## config.mk

```make
export PLATFORM = sky130hd
export DESIGN_NAME = ls148_irq_encoder
export DESIGN_NICKNAME = d
export VERILOG_FILES = /design/src/rtl/ls148_irq_encoder.sv
export SDC_FILE = /design/constraint.sdc
export NUM_CORES = 1
export LEC_CHECK = 0
export BUFFER_PORTS_ARGS = -buffer_cell sky130_fd_sc_hd__buf_4
export CORE_MARGIN = 1
export CORE_UTILIZATION = 31
export CTS_BUF_LIST = sky130_fd_sc_hd__clkbuf_4
export DETAILED_ROUTE_END_ITERATION = 6
export MAX_ROUTING_LAYER = met4
export PLACE_DENSITY_LB_ADDON = 0.15
export SYNTH_ARGS = -nofsm -noshare
export SYNTH_HDL_FRONTEND = slang
export SYNTH_SLANG_ARGS = --single-unit
export TNS_END_PERCENT = 1
```

## constraint.sdc

```tcl
create_clock -name CLK -period 1.5 [get_ports CLK]
set_input_delay 0 -clock CLK [delete_from_list [all_inputs] [get_ports CLK]]
set_output_delay 0 -clock CLK [all_outputs]
set_load 0.02 [all_outputs]
```

## src/rtl/ls148_irq_encoder.sv

```systemverilog
`default_nettype none
// +--------------------------------------------------------------------------+
// | ls148_irq_encoder: synchronised 8-to-3 priority encoder with IRQ          |
// | handshake. Macro LS148_IRQ_ENCODER_EDGE_EN selects sticky edge capture.   |
// | Revision: 1.0                                                             |
// +--------------------------------------------------------------------------+
module ls148_irq_encoder #(
    parameter int SYNC_STAGES = 2
) (
    input  logic       CLK,
    input  logic       nRESET,
    input  logic       nEI,
    input  logic [7:0] nI,
    input  logic       nACK,
    output logic [2:0] nA,
    output logic       nGS,
    output logic       nEO,
    output logic       nINT,
    output logic [7:0] PENDING
);

    localparam logic [1:0] c_stateIdle = 2'd0;
    localparam logic [1:0] c_stateReq  = 2'd1;
    localparam logic [1:0] c_stateHold = 2'd2;

    logic [7:0] r_syncChain [SYNC_STAGES];
    logic [7:0] w_syncOut;
    logic [7:0] r_pending;
    logic [7:0] w_pendNext;
    logic [1:0] r_state;
    logic [1:0] w_stateNext;
    logic [2:0] r_code;
    logic [2:0] w_winner;
    logic       w_load;
    logic       r_nGS;
    logic       r_nEO;

    always_ff @(posedge CLK) begin
        if (!nRESET) begin
            for (int k = 0; k < SYNC_STAGES; k++) begin
                r_syncChain[k] <= 8'hFF;
            end
        end else begin
            r_syncChain[0] <= nI;
            for (int k = 1; k < SYNC_STAGES; k++) begin
                r_syncChain[k] <= r_syncChain[k-1];
            end
        end
    end

    assign w_syncOut = r_syncChain[SYNC_STAGES-1];

`ifdef LS148_IRQ_ENCODER_EDGE_EN
    logic [7:0] r_syncPrev;
    logic [7:0] w_pendSet;
    logic [7:0] w_pendClr;

    always_ff @(posedge CLK) begin
        if (!nRESET) begin
            r_syncPrev <= 8'hFF;
        end else begin
            r_syncPrev <= w_syncOut;
        end
    end

    assign w_pendSet = r_syncPrev & ~w_syncOut;

    always_comb begin
        w_pendClr = 8'h00;
        if (r_state == c_stateReq && !nACK) begin
            w_pendClr[r_code] = 1'b1;
        end
    end

    // Set is OR-ed in after the clear so a coincident new edge survives.
    assign w_pendNext = (r_pending & ~w_pendClr) | w_pendSet;
`else
    assign w_pendNext = ~w_syncOut;
`endif

    always_comb begin
        w_winner = 3'd0;
        for (int i = 0; i < 8; i++) begin
            if (r_pending[i]) begin
                w_winner = 3'(i);
            end
        end
    end

    assign w_load = (r_state == c_stateIdle) && !nEI && (r_pending != 8'h00);

    always_ff @(posedge CLK) begin
        if (!nRESET) begin
            r_pending <= 8'h00;
            r_nGS     <= 1'b1;
            r_nEO     <= 1'b1;
            r_code    <= 3'd0;
        end else begin
            r_pending <= w_pendNext;
            r_nGS     <= nEI | ~|w_pendNext;
            r_nEO     <= nEI | (|w_pendNext);
            if (w_load) begin
                r_code <= w_winner;
            end
        end
    end

    always_ff @(posedge CLK) begin
        if (!nRESET) begin
            r_state <= c_stateIdle;
        end else begin
            r_state <= w_stateNext;
        end
    end

    always_comb begin
        w_stateNext = r_state;
        case (r_state)
            c_stateIdle: if (w_load) w_stateNext = c_stateReq;
            c_stateReq: begin
                // Acknowledge takes precedence over a simultaneous disable.
                if (!nACK) begin
                    w_stateNext = c_stateHold;
                end else if (nEI) begin
                    w_stateNext = c_stateIdle;
                end
            end
            c_stateHold: w_stateNext = c_stateIdle;
            default:     w_stateNext = c_stateIdle;
        endcase
    end

    always_comb begin
        nINT    = (r_state != c_stateReq);
        nA      = ~r_code;
        nGS     = r_nGS;
        nEO     = r_nEO;
        PENDING = r_pending;
    end

endmodule
`default_nettype wire

```

Word-level counts from Yosys, hierarchy flattened
Memory sizes are Yosys's and may differ from the RTL's.
Index checks and enable logic that the tools add are counted.
{ "totals": {"register_bits": 15, "latchBits": 0, "mem_bits_rw": 16, "rom_bits": 0, "word_cells": 39, "n_memories": 1} }
{ "classes": {"n_addsub": 0, "mul": 0, "div": 0, "order_cmp": 0, "n_eq_ne": 4, "shift": 0, "muxes": 15, "n_bitwise": 6, "n_reduce_logical": 8} }
{ "memory_table": {"columns": ["memory", "words", "width", "rd", "rd_ports_with_merged_regs", "wr", "line", "text"], "rows": [
  ["r_syncChain", 2, 8, 2, 0, 2, "26", "logic [7:0] r_syncChain [SYNC_STAGES];"]
]} }
{ "op_table": {"columns": ["cell", "count"], "rows": [
  ["$mux 3", 6],
  ["$mux 8", 2],
  ["$not 8->8", 1],
  ["$reduce_bool 8->1", 1],
  ["$reduce_or 8->1", 1],
  ["$mux 2", 3],
  ["$or 1x1->1", 4],
  ["$pmux 2 s2", 1],
  ["$mux 1", 3],
  ["$ne 3x3->1 const B", 1],
  ["$not 3->3", 1],
  ["$eq 2x1->1 const B", 1],
  ["$logic_and 1x1->1", 2],
  ["$logic_not 1->1", 2],
  ["$logic_not 2->1", 1],
  ["$ne 2x1->1 const B", 1],
  ["$ne 2x2->1 const B", 1],
  ["$reduce_and 2->1", 1]
]} }

Longest topological paths before layout
{ "depth": {"ltp_word": 7, "depth_mapped": 4, "depth_no_buf": 4} }

Least setup slack after synthesis
Ideal clock, no wire load.
{ "synth_path": {"path_kind": "register to register", "from": "register r_pending[1], in the netlist PENDING[1]", "to": "register r_code[0]", "setup_time_ns": 0.116, "arrival_ns": 1.081, "required_ns": 1.384, "slack_ns": 0.303, "path_stages_with_launch": 5, "n_path_buf": 0, "synth_period_minus_slack_ns": 1.197, "path_cell_list": "dfxtp_1 > nor4_2 > a21oi_4 > o21ai_0 > nor2_1"} }
{ "synth_between": {"elab_chain_len": 7, "elab_cells_between_ends": 9, "classes_between": "mux: 7; reduce/logical: 2"} }
{ "synth_rtl": {"columns": ["element", "line", "text"], "rows": [
  ["start: declaration", "28", "logic [7:0] r_pending;"],
  ["start signal: assignment", "99", "r_pending <= w_pendNext;"],
  ["$mux 1", "84", "if (r_pending[i]) begin"],
  ["$mux 3 (6 in a row)", "84", null],
  ["end signal: assignment", "103", "r_code <= w_winner;"],
  ["end: declaration", "32", "logic [2:0] r_code;"]
]} }
Parallel ways exist; a longest one is shown, timed or not.
A chain may end at the register's enable or synchronous reset.

Final worst setup path
{ "layout_path": {"from": "register r_state[1]", "to": "register r_code[0]"} }
{ "layout_between": {"elab_chain_len": 3} }
{ "layout_rtl": {"columns": ["element", "line", "text"], "rows": [
  ["start: declaration", "30", "logic [1:0] r_state;"],
  ["start signal: assignment", "110", "r_state <= c_stateIdle;"],
  ["start signal: assignment", "112", "r_state <= w_stateNext;"],
  ["$logic_not 2->1", "90", "assign w_load = (r_state == c_stateIdle) && !nEI && (r_pending != 8'h00);"],
  ["$logic_and 1x1->1 (2 in a row)", "90", null]
]} }
Every way passes these cells.

==> flow_summary.ini <==
[power]
p_switching_w = 0.0003347
p_comb_share_pct = 11.4
vdd_drop_max_mv = 0.5222
clock_power_share_pct = 29.5
swShare_pct = 22.60
powerDensity_nw_per_um2 = 1059
internal_power_w = 0.001147
power.leakage_nw = 0.5658
seqPwrFrac_pct = 59.2

[layout]
syn2layout_area_growth_pct = 40.45
fillCellCount = 309
num_antenna_cells = 0
drive_above_1_share_pct = 26.72
nets = 142
fin_area_sq_um = 1399

[logic_synthesis]
synth.most_common_cell = dfxtp_1
syn-instance-count = 89
synth_seq_cells = 31
ys_seq_area_share_pct = 62.31
yosysWarnings = 0
synthArstFlopShare_pct = 0
synth_flop_cell = dfxtp_1
synth_cell_types = 24
synthTopCellsByArea = dfxtp_1, nand2b_1, nor2b_1
avgSynthCellArea_sq_um = 11.19
yosysTopAreaCell = dfxtp_1
synth_top_cell_area_share_pct = 62.31
synth_nets = 101
netlist_area_sq_um = 996.0
synth_enable_flop_cells = 0
synthTopCellsByCount = dfxtp_1, nand2b_1, nor2b_1

[grt]
grt_pass1_vias = 633
grt-ovfl-total = 0
grt_start_max_net_pins = 33
grt_pass1_wl_mm = 2.642
track_usage_pct = 11.34
antenna_found_initial = 0

[run]
cap_violations = 0

[sta]
fin_skew_ns = 0.006356
min_period_ns = 1.237
fmax_mhz = 808.6
drv_slew = 0
slew_headroom_pct = 75.08
finalHoldViolCount = 0
worstMarginPinSlew_ns = 0.3707
finalSetupViolCount = 0
min_period_over_period_pct = 82.45
finalSetupTns_ns = 0
rsz0062_at_grt = no

[cts]
cts_tree = built
cts_buffers = 5
clk_pin_slew_ns = 0.09
cts_resized = 0
cts_max_level = 2
cts_buffer_depth = 2
insertion_delay_ns = 0.31
clock_sinks = 31
cts_root_buf = clkbuf_4

[placement]
gp_congestion = 0.7785
dpl.hpwl_mm = 1.040
port_buffers = 25
placed_area_sq_um = 1226

[floorplan]
io_pins = 26
num_rows = 20
coreArea_sq_um = 3053
die-area_sq_um = 3443
die_w_um = 58.68
die_height_um = 58.68
initial_core_util_pct = 32.62

[worst_setup_path]
cp-start-kind = flip-flop
crit_type = reg -> reg
arrival_ns = 1.44
critPathMaxFanout = 5
cp.required_ns = 1.70
critical_path.endpoint_type = flip-flop

[detailed_routing]
vias = 698
wl_per_cell_um = 8.874
via_per_inst = 3.989
route.detailed.drc = 0
ant_nets = 0
dr.first_iter.drc_count = 11
totalWireLength_mm = 1.553
drt_first_pass_iters = 4

[worst_hold_path]
hold_class = in -> reg

[outcome]
outcome = complete, no violations
-- power groups by stage --
stage                     clock, W  combinational (W)  sequential, W
after floorplan                  0          0.0000790       0.000904
after global placement           0           0.000143       0.000895
after detailed placement         0           0.000146       0.000897
after CTS                 0.000458           0.000170       0.000878
after global routing      0.000503           0.000184       0.000883
final                     0.000436           0.000168       0.000877
-- logic make-up after synthesis --
kind of cell	after synthesis	share of synthesized area, %
simple gates	40	27.26
flops	31	62.31
compound gates	10	7.286
buf+inv	8	3.141
-- stage by stage --
stage          utilization [%]  setup slack, ns  std cells  hold WS [ns]  total power, W
5_1_grt                  45.82           0.1830        175        0.3808        0.001570
3_5_place_dp             40.16           0.2824        155        0.1812        0.001043
3_3_place_gp             40.16           0.3211        155        0.1750        0.001038
6_report                 45.82           0.2632        175        0.4044        0.001481
2_1_floorplan                -           0.3029         89       0.07304       0.0009827
4_1_cts                  45.82           0.2648        175        0.3841        0.001505
-- routing by layer --
metal  track usage (%)  up-vias  part of all wire [%]
met4             6.122        0                   2.4
met1             10.93      297                    45
met3             6.593        5                   8.1
li1                  -      370                     -
met2             17.90       26                    45
met5                 -        -                     0
-- cells in the final DEF (no fill, tap or decap), types with 2 or more instances in the layout --
| cell type | Yosys | routed |
|---|---|---|
| a21oi_1 | 2 | 2 |
| nand4_1 | 2 | 2 |
| nand2b_1 | 17 | 17 |
| clkinv_1 | 0 | 2 |
| inv_1 | 5 | 5 |
| dlygate4sd3_1 | 0 | 12 |
| nor2_1 | 3 | 3 |
| clkbuf_4 | 0 | 6 |
| buf_4 | 0 | 25 |
| dfxtp_1 | 31 | 31 |
| nor2b_1 | 8 | 8 |
| nor3b_1 | 2 | 2 |
| o21ai_1 | 3 | 3 |
-- critical path, stage by stage (launching register included) --
cell	delay (ns)
dfxtp_1	0.32
or3_4	0.40
a21oi_4	0.17
o311a_1	0.19
nor2_1	0.04
-- worst paths after layout --
kind | startpoint | end | slack (ns) | cells past startpoint
min reg2reg | r_syncChain[0][6] | r_syncChain[0][14] | 0.41 | 1
min | nACK | r_state[1] | 0.40 | 3
max reg2reg | r_state[1] | r_code[0] | 0.26 | 4
max | r_state[1] | r_code[0] | 0.26 | 4
-- cell type report --
cell class,count,area (sq um),share of cell area (%)
sequential,31,620.6,44.36
multi-input combinational,50,344.1,24.60
timing repair buffer,37,307.8,22.00
tap,44,55.05,3.936
clock buffer,6,45.04,3.220
inverter,5,18.77,1.342
clock inverter,2,7.507,0.5367
-- registers in the layout (all words and copies together) (netlist names) --
signal,cells
PENDING,8
nGS,1
r_syncChain,16
r_state,2
r_code,3
nEO,1
-- repair_timing --
| item | CTS | global route |
|---|---|---|
| hold buffers | 12 | 0 |
| hold endpoints to repair | 15 | 0 |
| setup buffers | 0 | 0 |
Note: power is estimated with default switching activity, not from simulation.
